===== src/rtl/viewport_pkg.sv =====
// viewport_pkg: shared keycodes, camera FSM states and direction type for the scrolling viewport.
package viewport_pkg;
    localparam logic [7:0] KEY_A = 8'h04;
    localparam logic [7:0] KEY_D = 8'h07;
    localparam logic [7:0] KEY_W = 8'h1A;
    localparam logic [7:0] KEY_S = 8'h16;

    typedef enum logic [1:0] {CAM_IDLE, CAM_SLOW, CAM_FAST} cam_state_t;

    typedef struct packed {
        logic signed [1:0] dx;
        logic signed [1:0] dy;
    } dir_t;
endpackage


===== src/rtl/viewport_camera.sv =====
// viewport_camera: keycode-driven camera with accelerating slow/fast scroll FSM.
// SCROLL_WRAP_EN selects modulo wrap of the camera instead of clamping.
module viewport_camera
    import viewport_pkg::*;
#(
    parameter int MAP_W       = 480,
    parameter int MAP_H       = 320,
    parameter int VIEW_W      = 240,
    parameter int VIEW_H      = 160,
    parameter int SLOW_STEP   = 1,
    parameter int FAST_STEP   = 4,
    parameter int HOLD_FRAMES = 16
) (
    input  logic        clk_i,
    input  logic        rst_i,
    input  logic        tick_i,
    input  logic [15:0] keycode_i,
    output logic [9:0]  cam_x_o,
    output logic [9:0]  cam_y_o
);
    localparam int CW = $clog2(HOLD_FRAMES + 1);
`ifdef SCROLL_WRAP_EN
    localparam int LIM_X = MAP_W;
    localparam int LIM_Y = MAP_H;
`else
    localparam int LIM_X = MAP_W - VIEW_W;
    localparam int LIM_Y = MAP_H - VIEW_H;
`endif

    cam_state_t         state_q;
    logic [CW-1:0]      cnt_q;
    dir_t               dir, dir_q;
    logic [9:0]         cam_x_q, cam_y_q, cam_x_d, cam_y_d;
    logic               key_l, key_r, key_u, key_dn, same;
    logic signed [10:0] step, nx, ny;

    function automatic logic [9:0] bound(input logic signed [10:0] v, input int lim);
`ifdef SCROLL_WRAP_EN
        return v < 0 ? 10'(v + 11'(lim)) : v >= 11'(lim) ? 10'(v - 11'(lim)) : v[9:0];
`else
        return v < 0 ? 10'd0 : v > 11'(lim) ? 10'(lim) : v[9:0];
`endif
    endfunction

    always_comb begin
        key_l   = keycode_i[7:0] == KEY_A || keycode_i[15:8] == KEY_A;
        key_r   = keycode_i[7:0] == KEY_D || keycode_i[15:8] == KEY_D;
        key_u   = keycode_i[7:0] == KEY_W || keycode_i[15:8] == KEY_W;
        key_dn  = keycode_i[7:0] == KEY_S || keycode_i[15:8] == KEY_S;
        dir.dx  = key_r == key_l ? 2'sd0 : key_r ? 2'sd1 : -2'sd1;
        dir.dy  = key_dn == key_u ? 2'sd0 : key_dn ? 2'sd1 : -2'sd1;
        same    = dir == dir_q;
        // fast stride only once FAST is already established for this direction
        step    = (state_q == CAM_FAST && same) ? 11'(FAST_STEP) : 11'(SLOW_STEP);
        nx      = $signed({1'b0, cam_x_q}) + (dir.dx == 2'sd1 ? step : dir.dx == -2'sd1 ? -step : 11'sd0);
        ny      = $signed({1'b0, cam_y_q}) + (dir.dy == 2'sd1 ? step : dir.dy == -2'sd1 ? -step : 11'sd0);
        cam_x_d = bound(nx, LIM_X);
        cam_y_d = bound(ny, LIM_Y);
    end

    always_ff @(posedge clk_i or posedge rst_i) begin
        if (rst_i) begin
            state_q <= CAM_IDLE;
            cnt_q   <= '0;
            dir_q   <= '0;
            cam_x_q <= '0;
            cam_y_q <= '0;
        end else if (tick_i) begin
            dir_q <= dir;
            if (dir == '0) begin
                state_q <= CAM_IDLE;
                cnt_q   <= '0;
            end else begin
                cam_x_q <= cam_x_d;
                cam_y_q <= cam_y_d;
                if (state_q == CAM_IDLE || !same) begin
                    state_q <= CAM_SLOW;
                    cnt_q   <= CW'(1);
                end else if (state_q == CAM_SLOW) begin
                    cnt_q <= cnt_q + 1'b1;
                    if (cnt_q == CW'(HOLD_FRAMES - 1)) state_q <= CAM_FAST;
                end
            end
        end
    end

    assign cam_x_o = cam_x_q;
    assign cam_y_o = cam_y_q;
endmodule


===== src/rtl/scroll_viewport_renderer.sv =====
// scroll_viewport_renderer: frame tick, window-to-map-ROM address pipeline and palette colour stage.
// SCROLL_WRAP_EN makes the view tile across the map edges instead of clamping the camera.
module scroll_viewport_renderer
    import viewport_pkg::*;
#(
    parameter int MAP_W       = 480,
    parameter int MAP_H       = 320,
    parameter int VIEW_W      = 240,
    parameter int VIEW_H      = 160,
    parameter int SCALE_LOG2  = 1,
    parameter int WIN_X0      = 80,
    parameter int WIN_Y0      = 80,
    parameter int SLOW_STEP   = 1,
    parameter int FAST_STEP   = 4,
    parameter int HOLD_FRAMES = 16,
    parameter int ROM_LAT     = 1,
    parameter int IDX_W       = 4,
    parameter int ADDR_W      = $clog2(MAP_W * MAP_H)
) (
    input  logic              vga_clk,
    input  logic              Reset,
    input  logic [9:0]        DrawX,
    input  logic [9:0]        DrawY,
    input  logic              blank,
    input  logic [15:0]       keycode,
    output logic [ADDR_W-1:0] rom_address,
    input  logic [IDX_W-1:0]  rom_q,
    input  logic [3:0]        pal_red,
    input  logic [3:0]        pal_green,
    input  logic [3:0]        pal_blue,
    output logic [7:0]        Red,
    output logic [7:0]        Green,
    output logic [7:0]        Blue,
    output logic [9:0]        CamX,
    output logic [9:0]        CamY
);
    localparam logic [9:0] X_END = 10'(WIN_X0 + (VIEW_W << SCALE_LOG2));
    localparam logic [9:0] Y_END = 10'(WIN_Y0 + (VIEW_H << SCALE_LOG2));

    logic              tick_q, in_win, on;
    logic [10:0]       mx, my;
    logic [ADDR_W-1:0] rom_address_d, rom_address_q;
    logic [ROM_LAT:0]  win_q, blank_q;
    logic [7:0]        red_q, green_q, blue_q;
    // the palette lookup happens outside; the index itself is not needed here
    logic              unused_rom;

    assign unused_rom = ^rom_q;

    viewport_camera #(
        .MAP_W(MAP_W), .MAP_H(MAP_H), .VIEW_W(VIEW_W), .VIEW_H(VIEW_H),
        .SLOW_STEP(SLOW_STEP), .FAST_STEP(FAST_STEP), .HOLD_FRAMES(HOLD_FRAMES)
    ) u_cam (
        .clk_i(vga_clk), .rst_i(Reset), .tick_i(tick_q), .keycode_i(keycode),
        .cam_x_o(CamX), .cam_y_o(CamY)
    );

    always_comb begin
        in_win = DrawX >= 10'(WIN_X0) && DrawX < X_END && DrawY >= 10'(WIN_Y0) && DrawY < Y_END;
        mx     = {1'b0, CamX} + {1'b0, (DrawX - 10'(WIN_X0)) >> SCALE_LOG2};
        my     = {1'b0, CamY} + {1'b0, (DrawY - 10'(WIN_Y0)) >> SCALE_LOG2};
`ifdef SCROLL_WRAP_EN
        mx     = mx >= 11'(MAP_W) ? mx - 11'(MAP_W) : mx;
        my     = my >= 11'(MAP_H) ? my - 11'(MAP_H) : my;
`endif
        rom_address_d = in_win ? ADDR_W'(my) * ADDR_W'(MAP_W) + ADDR_W'(mx) : '0;
        on     = blank_q[ROM_LAT] && win_q[ROM_LAT];
    end

    always_ff @(posedge vga_clk or posedge Reset) begin
        if (Reset) begin
            tick_q        <= 1'b0;
            rom_address_q <= '0;
            win_q         <= '0;
            blank_q       <= '0;
            red_q         <= '0;
            green_q       <= '0;
            blue_q        <= '0;
        end else begin
            tick_q        <= DrawX == '0 && DrawY == '0;
            rom_address_q <= rom_address_d;
            win_q         <= {win_q[ROM_LAT-1:0], in_win};
            blank_q       <= {blank_q[ROM_LAT-1:0], blank};
            red_q         <= on ? {pal_red, pal_red} : '0;
            green_q       <= on ? {pal_green, pal_green} : '0;
            blue_q        <= on ? {pal_blue, pal_blue} : '0;
        end
    end

    assign rom_address = rom_address_q;
    assign Red         = red_q;
    assign Green       = green_q;
    assign Blue        = blue_q;
endmodule


===== config.mk =====
export PLATFORM = sky130hd
export DESIGN_NAME = scroll_viewport_renderer
export DESIGN_NICKNAME = d
export VERILOG_FILES = /design/src/rtl/viewport_pkg.sv /design/src/rtl/viewport_camera.sv /design/src/rtl/scroll_viewport_renderer.sv
export SDC_FILE = /design/constraint.sdc
export NUM_CORES = 1
export LEC_CHECK = 0
export BUFFER_PORTS_ARGS = -buffer_cell sky130_fd_sc_hd__buf_4
export CAP_MARGIN = 10
export CORE_MARGIN = 1
export CORE_UTILIZATION = 48
export CTS_BUF_LIST = sky130_fd_sc_hd__clkbuf_16
export CTS_CLUSTER_SIZE = 20
export DETAILED_ROUTE_END_ITERATION = 7
export HOLD_SLACK_MARGIN = 0.02
export PLACE_DENSITY = 0.71
export SLEW_MARGIN = 15
export SYNTH_ARGS = -nofsm -noshare
export SYNTH_HDL_FRONTEND = slang
export SYNTH_HIERARCHICAL = 1
export SYNTH_SLANG_ARGS = --single-unit
export TNS_END_PERCENT = 100

===== constraint.sdc =====
create_clock -name vga_clk -period 5.8 [get_ports vga_clk]
set_clock_uncertainty 0.15 [all_clocks]
set_input_delay 0.58 -clock vga_clk [delete_from_list [all_inputs] [get_ports vga_clk]]
set_output_delay 0.58 -clock vga_clk [all_outputs]
set_load 0.02 [all_outputs]

==> results.md <==
- Status: finished, final reports clean
- Setup TNS: 0 ps
- Reg clk slew, reported paths: 60 ps
- Crit path max fanout: 4
- Hold Buf Count CTS: 0
- Via total after detailed routing: 5257
- Total GRT Usage: about a fifth
- Netlist cell types: 76
- Resized Gates After CTS: 0
- Routability Congestion: a little under 0.9
- Fraction of layout cells with a size suffix above 1: 20.80%
- CTS buffer count: 9
- CTS tree: yes
- Initial antenna violation count: 0
- Int Pwr: between 0.001 and 0.0015 W
- Register-to-Register Setup Slack: 350 ps
- Clk Latency, worst-skew pair: 340 ps
- # diodes: 0
- Leakage Power: 3.909 nW
- Final std cells w/o fill: 975
- Vias in the first global route: 5158
- Pwr Density: 257.8 nW/um2
- Setup CP Type: reg -> reg
- Commonest cells after routing, fill and taps aside: 121 x buf_4, 76 x ha_1, 74 x inv_1
- Met1 usage: 25.46%
- Final period demand of the worst path: between 5000 and 6000 ps
- RSZ-0062 raised after global routing: no
- Fin crit share: 93.96%
- Primary FF master, synth: dfrtp_1
- DR iter-0 viols: 250
- Flops & latches, synth: 66
- Core box area: 12620 um2
- Row count: 41
- Die ar.: about 13000 um2
- H-tree levels: 3
- Reg2Reg Depth: 19
- DRT Pass-1 Iters: 4
- Wire per inst: approximately 14 um
- Crit path to: rom_address[16]$_DFF_PP0_
- Data arrival, critical path: 5550 ps
- Max Clock Freq: 0.1835 GHz
- Die height: between 100 and 150 um
- Worst Hold Class: in -> async
- Mapped Cells: 687
- Yosys warns: 6
- # Max-Cap Violations: 0
- Setup crit start: u_cam/cam_y_o[0]$_DFFE_PP0P_
- CTS Buffer Depth: 2
- Via-to-Cell Ratio: 5.392
- Initial Util: 49.26%
- Hold Violations, Final: 0
- Async set or reset register ratio after synthesis: 100.0%
- Pin count of the biggest net entering global routing: 36
- I/O pins: 117
- Critical Path End Type: flip-flop
- Reg-to-reg endpoint: rom_address[16]$_DFF_PP0_
- CP startpoint kind: flip-flop
- Final WL: 13330 um
- Required @ worst endpoint: roughly 5900 ps
- Area Growth Syn to Fin: 21.42%
- First-pass GRT wire length: 22510 um
- Grt ovf: 0
- Remaining DRCs: 0
- Die Width: 115.8 um
- Worst-Margin Slew: 691.6 ps
- Met3 track demand over resource: under 10%
- Worst rel slew slack: 53.78%
- Clock power frac: 30.2%
- Commonest non-fill, non-tap cell in the layout: buf_4
- Post CTS Setup Buffer Count: 0
- Sequential share of power: 25.3%
- Post-layout net count: 952
- Port bufs: 112
- Combinational power share: 44.5%
- GRT Max-Usage Layer: met2
- Avg Synthesized Cell Area: between 9 and 10 um2
- Post-DP HPWL: 11100 um
- Synthesized area: 6216 um2
- Post-synth EDFFs: 0
- Post-synthesis sequential area ratio: 26.57%
- Worst r2r src: u_cam/cam_y_o[0]$_DFFE_PP0P_
- Endpoints failing setup: 0
- Sw Share: 35.44%
- Net Sw Power: 0.0006895 W
- Root Driver: clkbuf_16
- Clock Sinks: 66
- M2 GR Usage: 37.34%
- Final ANT Viol Nets: 0
- Placed Cells: around 960
- Worst VDD drop: 180.2 uV
- Slew Viols, Final: 0
- Syn Nets: approximately 840
==> per-layer routing <==
layer | share of wire, % | wire length [um]
met5 | 0 | 0
met4 | 1.4 | 182
met3 | 4.7 | 630
met2 | 50 | 6689
met1 | 44 | 5831
==> synth_stat cells (11+ instances only) <==
cell type,count,share of area (%)
ha_1,76,15
inv_1,74,4.5
dfrtp_1,66,27
nand2_1,43,2.6
nor2_1,42,2.5
a21oi_1,41,3.3
xnor2_1,31,4.4
fa_1,23,7.4
o21ai_1,21,1.7
o21ai_0,20,1.6
xor2_1,20,2.8
and3_1,16,1.6
nor3_1,14,1.1
a21o_1,12,1.4
buf_4,12,1.4
or3_1,12,1.2
nand3_1,11,0.89
==> worst min path at each step <==
stage	start	endpoint	slack, ps	cells after the start
floorplan	blank_q[0]$_DFF_PP0_	blank_q[1]$_DFF_PP0_	180	0
global placement	blank_q[0]$_DFF_PP0_	blank_q[1]$_DFF_PP0_	190	0
detailed placement	win_q[0]$_DFF_PP0_	win_q[1]$_DFF_PP0_	190	0
CTS	Reset	u_cam/cnt_q[4]$_DFFE_PP0P_	190	3
global route	blank	blank_q[0]$_DFF_PP0_	180	1
finish	Reset	u_cam/cam_x_o[0]$_DFFE_PP0P_	180	3
==> layout make-up <==
cell class,count,area [um2]
sequential,66,1652
fill,1102,5072
tap,172,215.2
clock buffer,9,225.2
timing repair buffer,121,908.4
inverter,76,285.3
clock inverter,7,100.1
multi-input combinational,524,4161
==> registers in the layout, indices dropped and copies added (netlist names), 4 cells and up <==
| name | flops |
|---|---|
| u_cam/cam_x_o | 10 |
| Blue | 4 |
| Red | 4 |
| u_cam/dir_q | 4 |
| u_cam/cam_y_o | 10 |
| rom_address | 18 |
| Green | 4 |
| u_cam/cnt_q | 5 |
==> stage by stage <==
step           hold slack, ps  power [W]  instance area, um2  util (%)  setup slack (ps)
5_1_grt                 183.9   0.002078                7547     59.81             30.54
3_5_place_dp            186.3   0.001361                7214     57.17             67.76
2_1_floorplan           181.2   0.001170                6216         -             389.0
6_report                184.5   0.001946                7547     59.81             350.2
3_3_place_gp            185.1   0.001342                7214     57.17             169.9
4_1_cts                 186.4   0.001963                7540     59.75             313.4
==> critical path, cell delays in order (launching register included) <==
cell and delay [ps]:
dfrtp_1 430, ha_1 230, fa_1 430, xor2_2 260
inv_1 130, fa_1 540, inv_1 60, fa_1 510
inv_1 60, fa_1 460, fa_1 520, inv_1 40
ha_1 290, o21ai_0 80, a21oi_1 130, nor2_1 70
a211oi_1 320, o21ai_1 140, or3_1 380, a21oi_1 140
==> cells by family after synthesis <==
family / synth area share (%)
flip-flops: 26.57
AND/OR/NAND/NOR: 17.17
adder cells (fa/ha/maj): 22.87
AO/OA/AOI/OAI: 18.38
XOR/XNOR: 7.186
multiplexers: 1.228
buffers and inverters: 6.602
==> power groups by stage <==
| stage | Clock, W | Combinational, W | Sequential [W] |
|---|---|---|---|
| after floorplan | 0 | 0.000641 | 0.000530 |
| final | 0.000587 | 0.000866 | 0.000493 |
| after CTS | 0.000605 | 0.000865 | 0.000493 |
| after global placement | 0 | 0.000841 | 0.000501 |
| after detailed placement | 0 | 0.000860 | 0.000501 |
| after global routing | 0.000620 | 0.000962 | 0.000496 |
Note: power is estimated with default switching activity, not from simulation.
